## src/rtl/alu_sequencer_if.sv

```systemverilog
// -----------------------------------------------------------------------------
// alu_sequencer_if
//   Bundles the switch/button inputs, the shared add/sub datapath connection
//   and the display outputs of the ALU sequencer.
//
//   Signals:
//     din      4  switch operand value (two's complement)
//     op_in    3  switch op code
//     enter    1  debounced enter button level
//     clear    1  synchronous abort back to operand-A entry
//     mul_req  1  multiply select, sampled together with the op code
//     dp_a     4  datapath operand A          (sequencer -> datapath)
//     dp_b     4  datapath operand B          (sequencer -> datapath)
//     dp_op    3  datapath op code            (sequencer -> datapath)
//     dp_r     4  datapath result             (datapath -> sequencer)
//     dp_ovf   1  datapath overflow           (datapath -> sequencer)
//     result   4  latched result for the display
//     ovf      1  latched overflow for the display
//     busy     1  execute/multiply in progress
//     stage    2  entry stage shown to the user
//
//   Modports:
//     slave  - the sequencer itself
//     master - the environment (switches, datapath and display)
// -----------------------------------------------------------------------------
interface alu_sequencer_if;
    logic [3:0] din;
    logic [2:0] op_in;
    logic       enter;
    logic       clear;
    logic       mul_req;
    logic [3:0] dp_a;
    logic [3:0] dp_b;
    logic [2:0] dp_op;
    logic [3:0] dp_r;
    logic       dp_ovf;
    logic [3:0] result;
    logic       ovf;
    logic       busy;
    logic [1:0] stage;

    modport slave (
        input  din, op_in, enter, clear, mul_req, dp_r, dp_ovf,
        output dp_a, dp_b, dp_op, result, ovf, busy, stage
    );

    modport master (
        output din, op_in, enter, clear, mul_req, dp_r, dp_ovf,
        input  dp_a, dp_b, dp_op, result, ovf, busy, stage
    );
endinterface

```

## src/rtl/alu_sequencer.sv

```systemverilog
// -----------------------------------------------------------------------------
// alu_sequencer
//   Collects operand A, operand B and the op code from the switches using a
//   single enter button, drives the shared 4-bit signed add/sub datapath for
//   one execute cycle and holds result/overflow for the display. A finished
//   result can be chained back in as the next operand A.
//
//   Optional feature (macro SEQ_MUL_EN): signed 4x4 multiply, truncated to
//   4 bits, built from repeated additions on the same datapath followed by an
//   optional negation. Without the macro mul_req is ignored.
//
//   Parameters:
//     CHAIN_EN  1: enter while showing a result loads it as A, waits for B
//               0: enter while showing a result restarts at A entry
//
//   Ports:
//     clk  system clock
//     rst  asynchronous active-high reset
//     bus  alu_sequencer_if.slave (switches, datapath, display signals)
// -----------------------------------------------------------------------------
module alu_sequencer #(
    parameter bit CHAIN_EN = 1'b1
) (
    input  logic            clk,
    input  logic            rst,
    alu_sequencer_if.slave  bus
);

    typedef enum logic [2:0] {
        S_A        = 3'd0,
        S_B        = 3'd1,
        S_OP       = 3'd2,
        S_EXEC     = 3'd3,
        S_SHOW     = 3'd4
`ifdef SEQ_MUL_EN
        ,
        S_MUL_INIT = 3'd5,
        S_MUL_ADD  = 3'd6,
        S_MUL_NEG  = 3'd7
`endif
    } state_t;

    state_t     state;
    state_t     state_next;
    logic       enter_q;
    logic       enter_evt;
    logic [3:0] a_reg;
    logic [3:0] b_reg;
    logic [2:0] op_reg;
    logic [3:0] result_q;
    logic       ovf_q;

`ifdef SEQ_MUL_EN
    logic [3:0] acc;
    logic [3:0] cnt;     // remaining additions, 0..8
    logic       neg;     // B was negative: negate the accumulated product
    logic [3:0] b_mag;   // |B|; -8 maps to 4'd8 when read as unsigned

    assign b_mag = b_reg[3] ? (4'd0 - b_reg) : b_reg;
`else
    logic unused_mul;
    assign unused_mul = bus.mul_req;
`endif

    // Rising edge of the already-debounced level: a held button is one event.
    assign enter_evt = bus.enter & ~enter_q;

    assign bus.result = result_q;
    assign bus.ovf    = ovf_q;

    // NOTE: sequential state uses non-blocking assignments so every register
    // samples the pre-edge values; blocking here would create order-dependent
    // simulation that no longer matches the synthesized flops.
    always_ff @(posedge clk or posedge rst) begin
        if (rst) begin
            state <= S_A;
        end else begin
            state <= state_next;
        end
    end

    // NOTE: every output of this block gets a default before the case so no
    // path leaves a signal unassigned, which would otherwise infer a latch.
    always_comb begin
        state_next = state;
        bus.dp_a   = 4'd0;
        bus.dp_b   = 4'd0;
        bus.dp_op  = 3'd0;
        bus.busy   = 1'b0;
        bus.stage  = 2'b11;

        case (state)
            S_A: begin
                bus.stage = 2'b00;
                if (enter_evt) state_next = S_B;
            end
            S_B: begin
                bus.stage = 2'b01;
                if (enter_evt) state_next = S_OP;
            end
            S_OP: begin
                bus.stage = 2'b10;
                if (enter_evt) begin
`ifdef SEQ_MUL_EN
                    state_next = bus.mul_req ? S_MUL_INIT : S_EXEC;
`else
                    state_next = S_EXEC;
`endif
                end
            end
            S_EXEC: begin
                bus.busy   = 1'b1;
                bus.dp_a   = a_reg;
                bus.dp_b   = b_reg;
                bus.dp_op  = op_reg;
                state_next = S_SHOW;
            end
            S_SHOW: begin
                if (enter_evt) state_next = CHAIN_EN ? S_B : S_A;
            end
`ifdef SEQ_MUL_EN
            S_MUL_INIT: begin
                bus.busy   = 1'b1;
                // A zero multiplier needs no additions: product is 0 at once.
                state_next = (b_mag == 4'd0) ? S_SHOW : S_MUL_ADD;
            end
            S_MUL_ADD: begin
                bus.busy  = 1'b1;
                bus.dp_a  = acc;
                bus.dp_b  = a_reg;
                bus.dp_op = 3'b000;
                // The last addition decides the exit, saving a separate
                // zero-check cycle.
                if (cnt == 4'd1) state_next = neg ? S_MUL_NEG : S_SHOW;
            end
            S_MUL_NEG: begin
                bus.busy   = 1'b1;
                bus.dp_a   = 4'd0;
                bus.dp_b   = acc;
                bus.dp_op  = 3'b001;
                state_next = S_SHOW;
            end
`endif
            default: state_next = S_A;
        endcase

        // Abort wins over any enter event, in every state.
        if (bus.clear) state_next = S_A;
    end

    always_ff @(posedge clk or posedge rst) begin
        if (rst) begin
            enter_q  <= 1'b0;
            a_reg    <= 4'd0;
            b_reg    <= 4'd0;
            op_reg   <= 3'd0;
            result_q <= 4'd0;
            ovf_q    <= 1'b0;
`ifdef SEQ_MUL_EN
            acc      <= 4'd0;
            cnt      <= 4'd0;
            neg      <= 1'b0;
`endif
        end else begin
            enter_q <= bus.enter;
            // Clear only redirects the FSM; data and display registers keep
            // their contents.
            if (!bus.clear) begin
                case (state)
                    S_A:    if (enter_evt) a_reg  <= bus.din;
                    S_B:    if (enter_evt) b_reg  <= bus.din;
                    S_OP:   if (enter_evt) op_reg <= bus.op_in;
                    S_EXEC: begin
                        result_q <= bus.dp_r;
                        ovf_q    <= bus.dp_ovf;
                    end
                    S_SHOW: begin
                        if (enter_evt && CHAIN_EN) begin
                            a_reg <= result_q;
                            ovf_q <= 1'b0;
                        end
                    end
`ifdef SEQ_MUL_EN
                    S_MUL_INIT: begin
                        acc   <= 4'd0;
                        cnt   <= b_mag;
                        neg   <= b_reg[3];
                        ovf_q <= 1'b0;
                        if (b_mag == 4'd0) result_q <= 4'd0;
                    end
                    S_MUL_ADD: begin
                        acc   <= bus.dp_r;
                        ovf_q <= ovf_q | bus.dp_ovf;
                        cnt   <= cnt - 4'd1;
                        if (cnt == 4'd1 && !neg) result_q <= bus.dp_r;
                    end
                    S_MUL_NEG: begin
                        result_q <= bus.dp_r;
                        ovf_q    <= ovf_q | bus.dp_ovf;
                    end
`endif
                    default: ;
                endcase
            end
        end
    end

endmodule

```

## src/flat_wrapper.sv

```systemverilog
// flat-port wrapper written by rule: the top's interface ports become plain ports
module alu_sequencer_flat 
#(
    parameter bit CHAIN_EN = 1'b1
)
  (clk, rst, bus_din, bus_op_in, bus_enter, bus_clear, bus_mul_req, bus_dp_r, bus_dp_ovf, bus_dp_a, bus_dp_b, bus_dp_op, bus_result, bus_ovf, bus_busy, bus_stage);
  alu_sequencer_if bus_i ();
  input  logic clk;
  input  logic rst;
  input wire logic [$bits(bus_i.din)-1:0] bus_din;
  input wire logic [$bits(bus_i.op_in)-1:0] bus_op_in;
  input wire logic [$bits(bus_i.enter)-1:0] bus_enter;
  input wire logic [$bits(bus_i.clear)-1:0] bus_clear;
  input wire logic [$bits(bus_i.mul_req)-1:0] bus_mul_req;
  input wire logic [$bits(bus_i.dp_r)-1:0] bus_dp_r;
  input wire logic [$bits(bus_i.dp_ovf)-1:0] bus_dp_ovf;
  output wire logic [$bits(bus_i.dp_a)-1:0] bus_dp_a;
  output wire logic [$bits(bus_i.dp_b)-1:0] bus_dp_b;
  output wire logic [$bits(bus_i.dp_op)-1:0] bus_dp_op;
  output wire logic [$bits(bus_i.result)-1:0] bus_result;
  output wire logic [$bits(bus_i.ovf)-1:0] bus_ovf;
  output wire logic [$bits(bus_i.busy)-1:0] bus_busy;
  output wire logic [$bits(bus_i.stage)-1:0] bus_stage;
  assign bus_i.din = bus_din;
  assign bus_i.op_in = bus_op_in;
  assign bus_i.enter = bus_enter;
  assign bus_i.clear = bus_clear;
  assign bus_i.mul_req = bus_mul_req;
  assign bus_i.dp_r = bus_dp_r;
  assign bus_i.dp_ovf = bus_dp_ovf;
  assign bus_dp_a = bus_i.dp_a;
  assign bus_dp_b = bus_i.dp_b;
  assign bus_dp_op = bus_i.dp_op;
  assign bus_result = bus_i.result;
  assign bus_ovf = bus_i.ovf;
  assign bus_busy = bus_i.busy;
  assign bus_stage = bus_i.stage;
  alu_sequencer #(.CHAIN_EN(CHAIN_EN)) u_core (.clk(clk), .rst(rst), .bus(bus_i));
endmodule
```

## config.mk

```make
export PLATFORM = sky130hd
export DESIGN_NAME = alu_sequencer_flat
export DESIGN_NICKNAME = d
export VERILOG_FILES = /design/src/rtl/alu_sequencer_if.sv /design/src/rtl/alu_sequencer.sv /design/src/flat_wrapper.sv
export SDC_FILE = /design/constraint.sdc
export NUM_CORES = 1
export LEC_CHECK = 0
export CORE_ASPECT_RATIO = 1.4
export CORE_MARGIN = 4
export CORE_UTILIZATION = 46
export DETAILED_ROUTE_END_ITERATION = 16
export PLACE_DENSITY = 0.91
export SYNTH_ARGS = -nofsm -noshare
export SYNTH_HDL_FRONTEND = slang
export SYNTH_SLANG_ARGS = --single-unit
```

## constraint.sdc

```tcl
create_clock -name clk -period 3.1 [get_ports clk]
set_input_delay 0.62 -clock clk [delete_from_list [all_inputs] [get_ports clk]]
set_output_delay 0.62 -clock clk [all_outputs]
set_load 0.01 [all_outputs]
```

==> qor.log, run 1 <==
INFO  critical_path  cpMaxStageDelayCell=sky130_fd_sc_hd__dfrtp_1
INFO  sta            report.final.hold_viol_count=0
INFO  cells_and_area nFillCells=147
INFO  cells_and_area num_antenna_cells=0
INFO  hold_path      hold_path_class=reg2reg
INFO  logic_synthesis sequential_share_of_the_synthesized_area=50.7%
INFO  critical_path  crit_path_cell_trace=nor2_1 -> buf_4 -> and2_1 -> clkdlybuf4s50_1
INFO  sta            period_share=82.0%
INFO  floorplan      ioPinCount=36
INFO  clock_tree     quantity_of_hold_fixing_buffers_added_after_cts=0
INFO  sta            tightest_slew=753ps
INFO  critical_path  worst_ep_required_time=2480ps
INFO  status         status=complete, no violations
INFO  critical_path  startpoint_type=flop
INFO  sta            fin_max_slew_vios=0
INFO  logic_synthesis synth_edf_count=0
INFO  run            drv_cap=0
INFO  logic_synthesis yosysWarningCount=0
INFO  floorplan      die_h=62.8um
INFO  sta            timing.final.setup_violations=0
INFO  floorplan      die_x=47.2um
INFO  logic_synthesis most_instantiated_flip_flop_cell_in_the_synthesis_netlist=sky130_fd_sc_hd__dfrtp_1
INFO  route          met2_length=1130um
INFO  clock_tree     cts.path.max_buffers=2
INFO  clock_tree     ctsRootBufferMaster=sky130_fd_sc_hd__clkbuf_4
INFO  clock_tree     cts_sinks=20
INFO  critical_path  cp_data_arrival_time=1920ps
INFO  global_route   total_overflow_reported_by_the_global_router=0
INFO  critical_path  worstSetupEndpointType=primary output
INFO  sta            max_freq=393MHz
INFO  route          wl=2120um
INFO  route          vias=714
INFO  logic_synthesis synth_cell_type_count=24
INFO  clock_tree     postCtsSetupRepairBufs=0
INFO  cells_and_area share_of_final_layout_standard_cells_stronger_than_drive_strength_1=26.8%
INFO  clock_tree     clock_latency=310ps
INFO  logic_synthesis synth_fp_nets=93
INFO  critical_path  classification_of_the_worst_setup_path=reg2out
INFO  route          sum_of_routed_wire_segments_on_met1=840um
INFO  power          power_density=449nW/um2
INFO  sta            clock_skew=1.52ps
INFO  floorplan      floorplan.core_area=2000um2
INFO  critical_path  timing.critical_path.slowest_cell_delay=550ps
INFO  route          routedWlPerCell=16.0um
INFO  global_route   global_route_usage_sum=16.6%
INFO  route          top_layer_used=met4
INFO  route          routed_antenna_nets=0
INFO  clock_tree     cts.clk_slew.worst_paths=120ps
INFO  power          power.leakage=0.607nW
INFO  power          vdd.ir_drop.worst=439uV
INFO  clock_tree     tritoncts_clock_tree=built
INFO  sta            layout_min_cycle_time=2540ps
INFO  clock_tree     cts_max_level=1
INFO  global_route   via_count_of_the_first_global_routing_pass=833
INFO  clock_tree     numCtsBuffers=3
INFO  route          drt_pass1_iterations=4
INFO  global_route   antenna_violations_before_repair=0
INFO  route          detailedRoute.firstIterationViolations=15
INFO  clock_tree     post_cts_resized=0
INFO  logic_synthesis syn_inst=76
INFO  cells_and_area area.growth.synth_to_final=41.1%
INFO  power          totalPowerFinal=0.626mW
INFO  sta            rsz0062_at_grt=no
INFO  critical_path  crit_path_max_fanout=14
INFO  route          routed_via_count_divided_by_cell_count=5.37
INFO  placement      io_buffers=34
INFO  sta            setup_tns=0ps
INFO  logic_synthesis synth_area_per_cell=13.0um2
INFO  sta            relSlewSlack=49.7%
INFO  cells_and_area nNetsFinal=130
INFO  logic_synthesis synth_area=987um2
INFO  floorplan      start_util=49.4%
INFO  floorplan      die_area=2960um2
INFO  sta            fin_worst_hold_slack=517ps
INFO  placement      routabilityCongestion=0.674
INFO  route          route.detailed.drc=0
INFO  logic_synthesis seq_cells_post_synth=20
INFO  floorplan      row_count=19
INFO  global_route   grt_first_pass_wirelength=3620um
INFO  logic_synthesis ys_async_sr_fraction=100%
INFO  global_route   grt_max_degree=21
INFO  route          met3WireLength=112um
through the flow:
| stage | cells | util (%) | area, um2 | setup slack [ps] |
|---|---|---|---|---|
| 3_5_place_dp | 129 | 67.1 | 1340 | 909 |
| 4_1_cts | 133 | 69.7 | 1390 | 533 |
| 5_1_grt | 133 | 69.7 | 1390 | 416 |
| 2_1_floorplan | 76 | - | 987 | 1450 |
| 3_3_place_gp | 129 | 67.1 | 1340 | 930 |
| 6_report | 133 | 69.7 | 1390 | 559 |
layer usage:
metal | up-vias | GRT usage (%)
met3 | 4 | 2.02
li1 | 337 | -
met1 | 351 | 18.5
met4 | 0 | 6.23
met2 | 22 | 29.8
met5 | - | 0
worst max-delay path, delay by kind of cell, from the launching register on:
kind / cells / cell delay [ps]
flops: 1 / 550
simple gates: 2 / 330
buf+inv: 2 / 720
power by group:
group | leakage [nW] | internal [mW] | switching [mW]
sequential | 0.261 | 0.296 | 0.0205
combinational | 0.319 | 0.0615 | 0.0313
clock | 0.0279 | 0.131 | 0.0854
total | 0.607 | 0.489 | 0.137
worst paths after layout:
check                                 from                   end  slack (ps)  cells past startpoint
setup / recovery           u_core.state[2]           bus_dp_a[2]         560                      4
hold / removal             u_core.a_reg[3]       u_core.a_reg[3]         520                      1
setup reg to reg           u_core.state[2]  u_core.bus.result[1]        1550                      2
hold reg to reg            u_core.a_reg[3]       u_core.a_reg[3]         520                      1
max in group asynchronous              rst       u_core.b_reg[3]        1900                      2
min in group asynchronous              rst  u_core.bus.result[2]         730                      2
Yosys cell counts (2+ instances only):
| cell | instances | share of area [%] |
|---|---|---|
| sky130_fd_sc_hd__and2_1 | 11 | 7.0 |
| sky130_fd_sc_hd__a21oi_1 | 3 | 1.5 |
| sky130_fd_sc_hd__mux2_2 | 18 | 21 |
| sky130_fd_sc_hd__or2_2 | 2 | 1.3 |
| sky130_fd_sc_hd__dfrtp_1 | 20 | 51 |
| sky130_fd_sc_hd__buf_2 | 2 | 1.0 |
| sky130_fd_sc_hd__nor2_1 | 2 | 0.76 |
| sky130_fd_sc_hd__and2b_1 | 2 | 1.5 |
layout by cell type (no fill, tap or decap), drive strengths merged, types with 2 or more instances in the layout:
cell type / count
or2: 2
a21oi: 3
nand3: 2
and2: 11
nor2: 2
and2b: 3
dfrtp: 20
mux2: 19
clkdlybuf4s50: 34
clkbuf: 3
cells by family after synthesis:
| group | after synthesis | share of synthesized area [%] |
|---|---|---|
| and+or+nand+nor | 27 | 20.3 |
| muxes | 20 | 23.1 |
| DFF | 20 | 50.7 |
| AOI/OAI and AO/OA | 5 | 3.42 |
| buffers and inverters | 4 | 2.53 |
final cells by class:
class	instances	area (um2)	share of cell area, %
Clock buffer	3	22.5	1.62
Clock inverter	1	30.0	2.16
Inverter	1	3.75	0.270
Multi-Input combinational cell	52	462	33.2
Sequential cell	20	500	35.9
Tap cell	21	26.3	1.89
Timing Repair Buffer	35	348	25.0
(Power assumes the default switching activity.)
==> run 2: changes to the inputs <==
- CORE_UTILIZATION: 46 -> 39
- PLACE_DENSITY: 0.91 -> 0.83
- clock period: 3.1 -> 2.32 ns (I/O delays scaled with it)
==> run 2 against run 1 <==
Effect of this change: flip-flop and latch count stayed put; worst setup slack worse by 470 ps; design area is 3.3% higher; cell count is 12% higher; non-clock buffer count is 3 higher; clock power is 34% higher; sequential power is 32% higher; wire length is 8.2% higher; register-to-register slack worse by 770 ps; largest cell class unchanged; largest power group unchanged.
==> qor.log, run 2 (synthesis gave the netlist of run 1 again) <==
INFO  cells_and_area area.growth.synth_to_final=45.8%
INFO  power          power_density=584nW/um2 [+30%]
INFO  route          routedWlPerCell=15.4um [-3.4%]
INFO  power          vdd.ir_drop.worst=491uV [+12%]
INFO  power          power.leakage=0.623nW [+2.6%]
INFO  global_route   antenna_violations_before_repair=0 [unchanged]
INFO  critical_path  classification_of_the_worst_setup_path=reg2out
INFO  global_route   grt_first_pass_wirelength=3690um [+2.1%]
INFO  cells_and_area mostFrequentLayoutCells=sky130_fd_sc_hd__clkdlybuf4s50_1, sky130_fd_sc_hd__dfrtp_1, sky130_fd_sc_hd__mux2_2
INFO  clock_tree     cts_max_level=1 [unchanged]
INFO  status         status=complete, no violations
INFO  sta            tightest_slew=746ps [-6.81 ps]
INFO  cells_and_area nNetsFinal=133 [+2.3%]
INFO  sta            report.final.hold_viol_count=0 [unchanged]
INFO  sta            clock_skew=5.34ps [+3.82 ps]
INFO  sta            fin_max_slew_vios=0 [unchanged]
INFO  critical_path  worstSetupEndpointType=primary output
INFO  clock_tree     numCtsBuffers=3 [unchanged]
INFO  cells_and_area layoutNonFillerInstCount=149 [+12%]
INFO  clock_tree     quantity_of_hold_fixing_buffers_added_after_cts=0 [unchanged]
INFO  cells_and_area regArea=500um2 [unchanged]
INFO  floorplan      floorplan.core_area=2420um2 [+21%]
INFO  critical_path  timing.critical_path.slowest_cell_delay=550ps [about the same]
INFO  floorplan      die_area=3410um2 [+15%]
INFO  route          drt_pass1_iterations=3 [-1]
INFO  critical_path  crit_path_max_fanout=10 [-4]
INFO  critical_path  cp_data_arrival_time=1770ps [-150 ps]
INFO  placement      routabilityCongestion=0.713 [+5.8%]
INFO  clock_tree     postCtsSetupRepairBufs=0 [unchanged]
INFO  route          routed_antenna_nets=0 [unchanged]
INFO  placement      detailedPlacementHpwl=1740um
INFO  cells_and_area share_of_final_layout_standard_cells_stronger_than_drive_strength_1=29.6% [+2.8 points]
INFO  sta            layout_min_cycle_time=2230ps
INFO  sta            period_share=96.3%
INFO  clock_tree     clock_latency=310ps [about the same]
INFO  sta            timing.final.setup_violations=0 [unchanged]
INFO  critical_path  crit_path_cell_trace=nand2_1 -> nor2_4 -> buf_4 -> and2_1 -> clkdlybuf4s50_1
INFO  cells_and_area multi_input_area=469um2 [+1.6%]
INFO  cells_and_area num_antenna_cells=0 [unchanged]
INFO  global_route   via_count_of_the_first_global_routing_pass=800 [-4.0%]
INFO  route          route.detailed.drc=0 [unchanged]
INFO  cells_and_area final_core_utilization=59.5% [-10 points]
INFO  sta            fin_worst_hold_slack=512ps [-5.10 ps]
INFO  global_route   total_overflow_reported_by_the_global_router=0 [unchanged]
INFO  global_route   grt_max_degree=21 [unchanged]
INFO  sta            relSlewSlack=50.2% [+0.45 points]
INFO  sta            max_freq=448MHz
INFO  global_route   global_route_usage_sum=14.9% [-1.7 points]
INFO  route          detailedRoute.firstIterationViolations=13 [-2]
INFO  cells_and_area nFillCells=220 [+50%]
INFO  route          wl=2300um [+8.2%]
INFO  critical_path  worst_ep_required_time=1860ps [-620 ps]
INFO  run            drv_cap=0 [unchanged]
INFO  cells_and_area layout_commonest_cell=sky130_fd_sc_hd__clkdlybuf4s50_1
INFO  floorplan      die_x=50.5um [+7.1%]
INFO  clock_tree     cts.path.max_buffers=2 [unchanged]
INFO  floorplan      row_count=21 [+2]
INFO  placement      io_buffers=34 [unchanged]
INFO  clock_tree     tritoncts_clock_tree=built
INFO  clock_tree     ctsRootBufferMaster=sky130_fd_sc_hd__clkbuf_4
INFO  critical_path  rrSetupSlack=780ps [-770 ps]
INFO  floorplan      start_util=40.8% [-8.6 points]
INFO  route          routed_via_count_divided_by_cell_count=4.85 [-9.6%]
INFO  floorplan      ioPinCount=36 [unchanged]
INFO  floorplan      die_h=67.5um [+7.5%]
INFO  clock_tree     cts_sinks=20 [unchanged]
INFO  clock_tree     cts.clk_slew.worst_paths=120ps [about the same]
INFO  hold_path      hold_path_class=reg2reg
INFO  critical_path  cpMaxStageDelayCell=sky130_fd_sc_hd__clkdlybuf4s50_1
INFO  route          vias=723 [+1.3%]
INFO  placement      dp.cells=145 [+12%]
INFO  critical_path  startpoint_type=flop
[run 2: cell types whose count changed in the layout (fill, tap and decap cells not counted), sizes merged]
cell and change:
buf +3
[run 2: repair_timing]
action | in CTS | in global routing
endpoints found under the hold margin | 0 | 0
endpoints found under the setup margin | 0 | 9
gates resized for setup | 0 | 2
[run 2: where the power goes]
| part | leakage, nW | internal (mW) | switching (mW) |
|---|---|---|---|
| combinational | 0.334 | 0.0845 | 0.0479 |
| sequential | 0.261 | 0.396 | 0.0224 |
| clock | 0.0279 | 0.175 | 0.114 |
[run 2: area by class of cell]
cell class	instances	share of cell area, %
inverters	1	0.261
well taps	34	2.96
repair buffers	38	25.7
multi-input cells	52	32.6
clock inverters	1	2.09
clock buffers	3	1.57
flip-flops and latches	20	34.8
[run 2: per-layer routing]
metal / track usage (%) / vias up / share of wire, %
li1: - / 342 / -
met2: 27.0 / 23 / 55
met1: 15.1 / 356 / 38
met3: 4.19 / 2 / 5.7
met5: 0 / - / 0
met4: 9.09 / 0 / 1.3
[run 2: per-stage QoR]
step           total power [mW]  cell area [um2]  worst slack, ps  TNS (ps)
2_1_floorplan             0.491              987              823         0
3_3_place_gp              0.548             1380              308         0
3_5_place_dp              0.558             1380              308         0
4_1_cts                   0.843             1430             15.4         0
5_1_grt                   0.874             1440            -14.5     -14.5
6_report                  0.840             1440             86.4         0
[run 2: final timing paths]
kind	startpoint	cells after the start	endpoint
setup / recovery	u_core.state[1]	5	bus_dp_b[0]
min in group asynchronous	rst	2	u_core.bus.result[2]
setup reg to reg	u_core.state[1]	3	u_core.a_reg[1]
hold / removal	u_core.a_reg[3]	1	u_core.a_reg[3]
hold reg to reg	u_core.a_reg[3]	1	u_core.a_reg[3]
max in group asynchronous	rst	2	u_core.b_reg[3]
[run 2: worst max-delay path: cells and delay by family, from the launching register on]
| kind | cells | cell delay, ps |
|---|---|---|
| buffers and inverters | 2 | 720 |
| flip-flops | 1 | 370 |
| AND/OR/NAND/NOR | 3 | 370 |
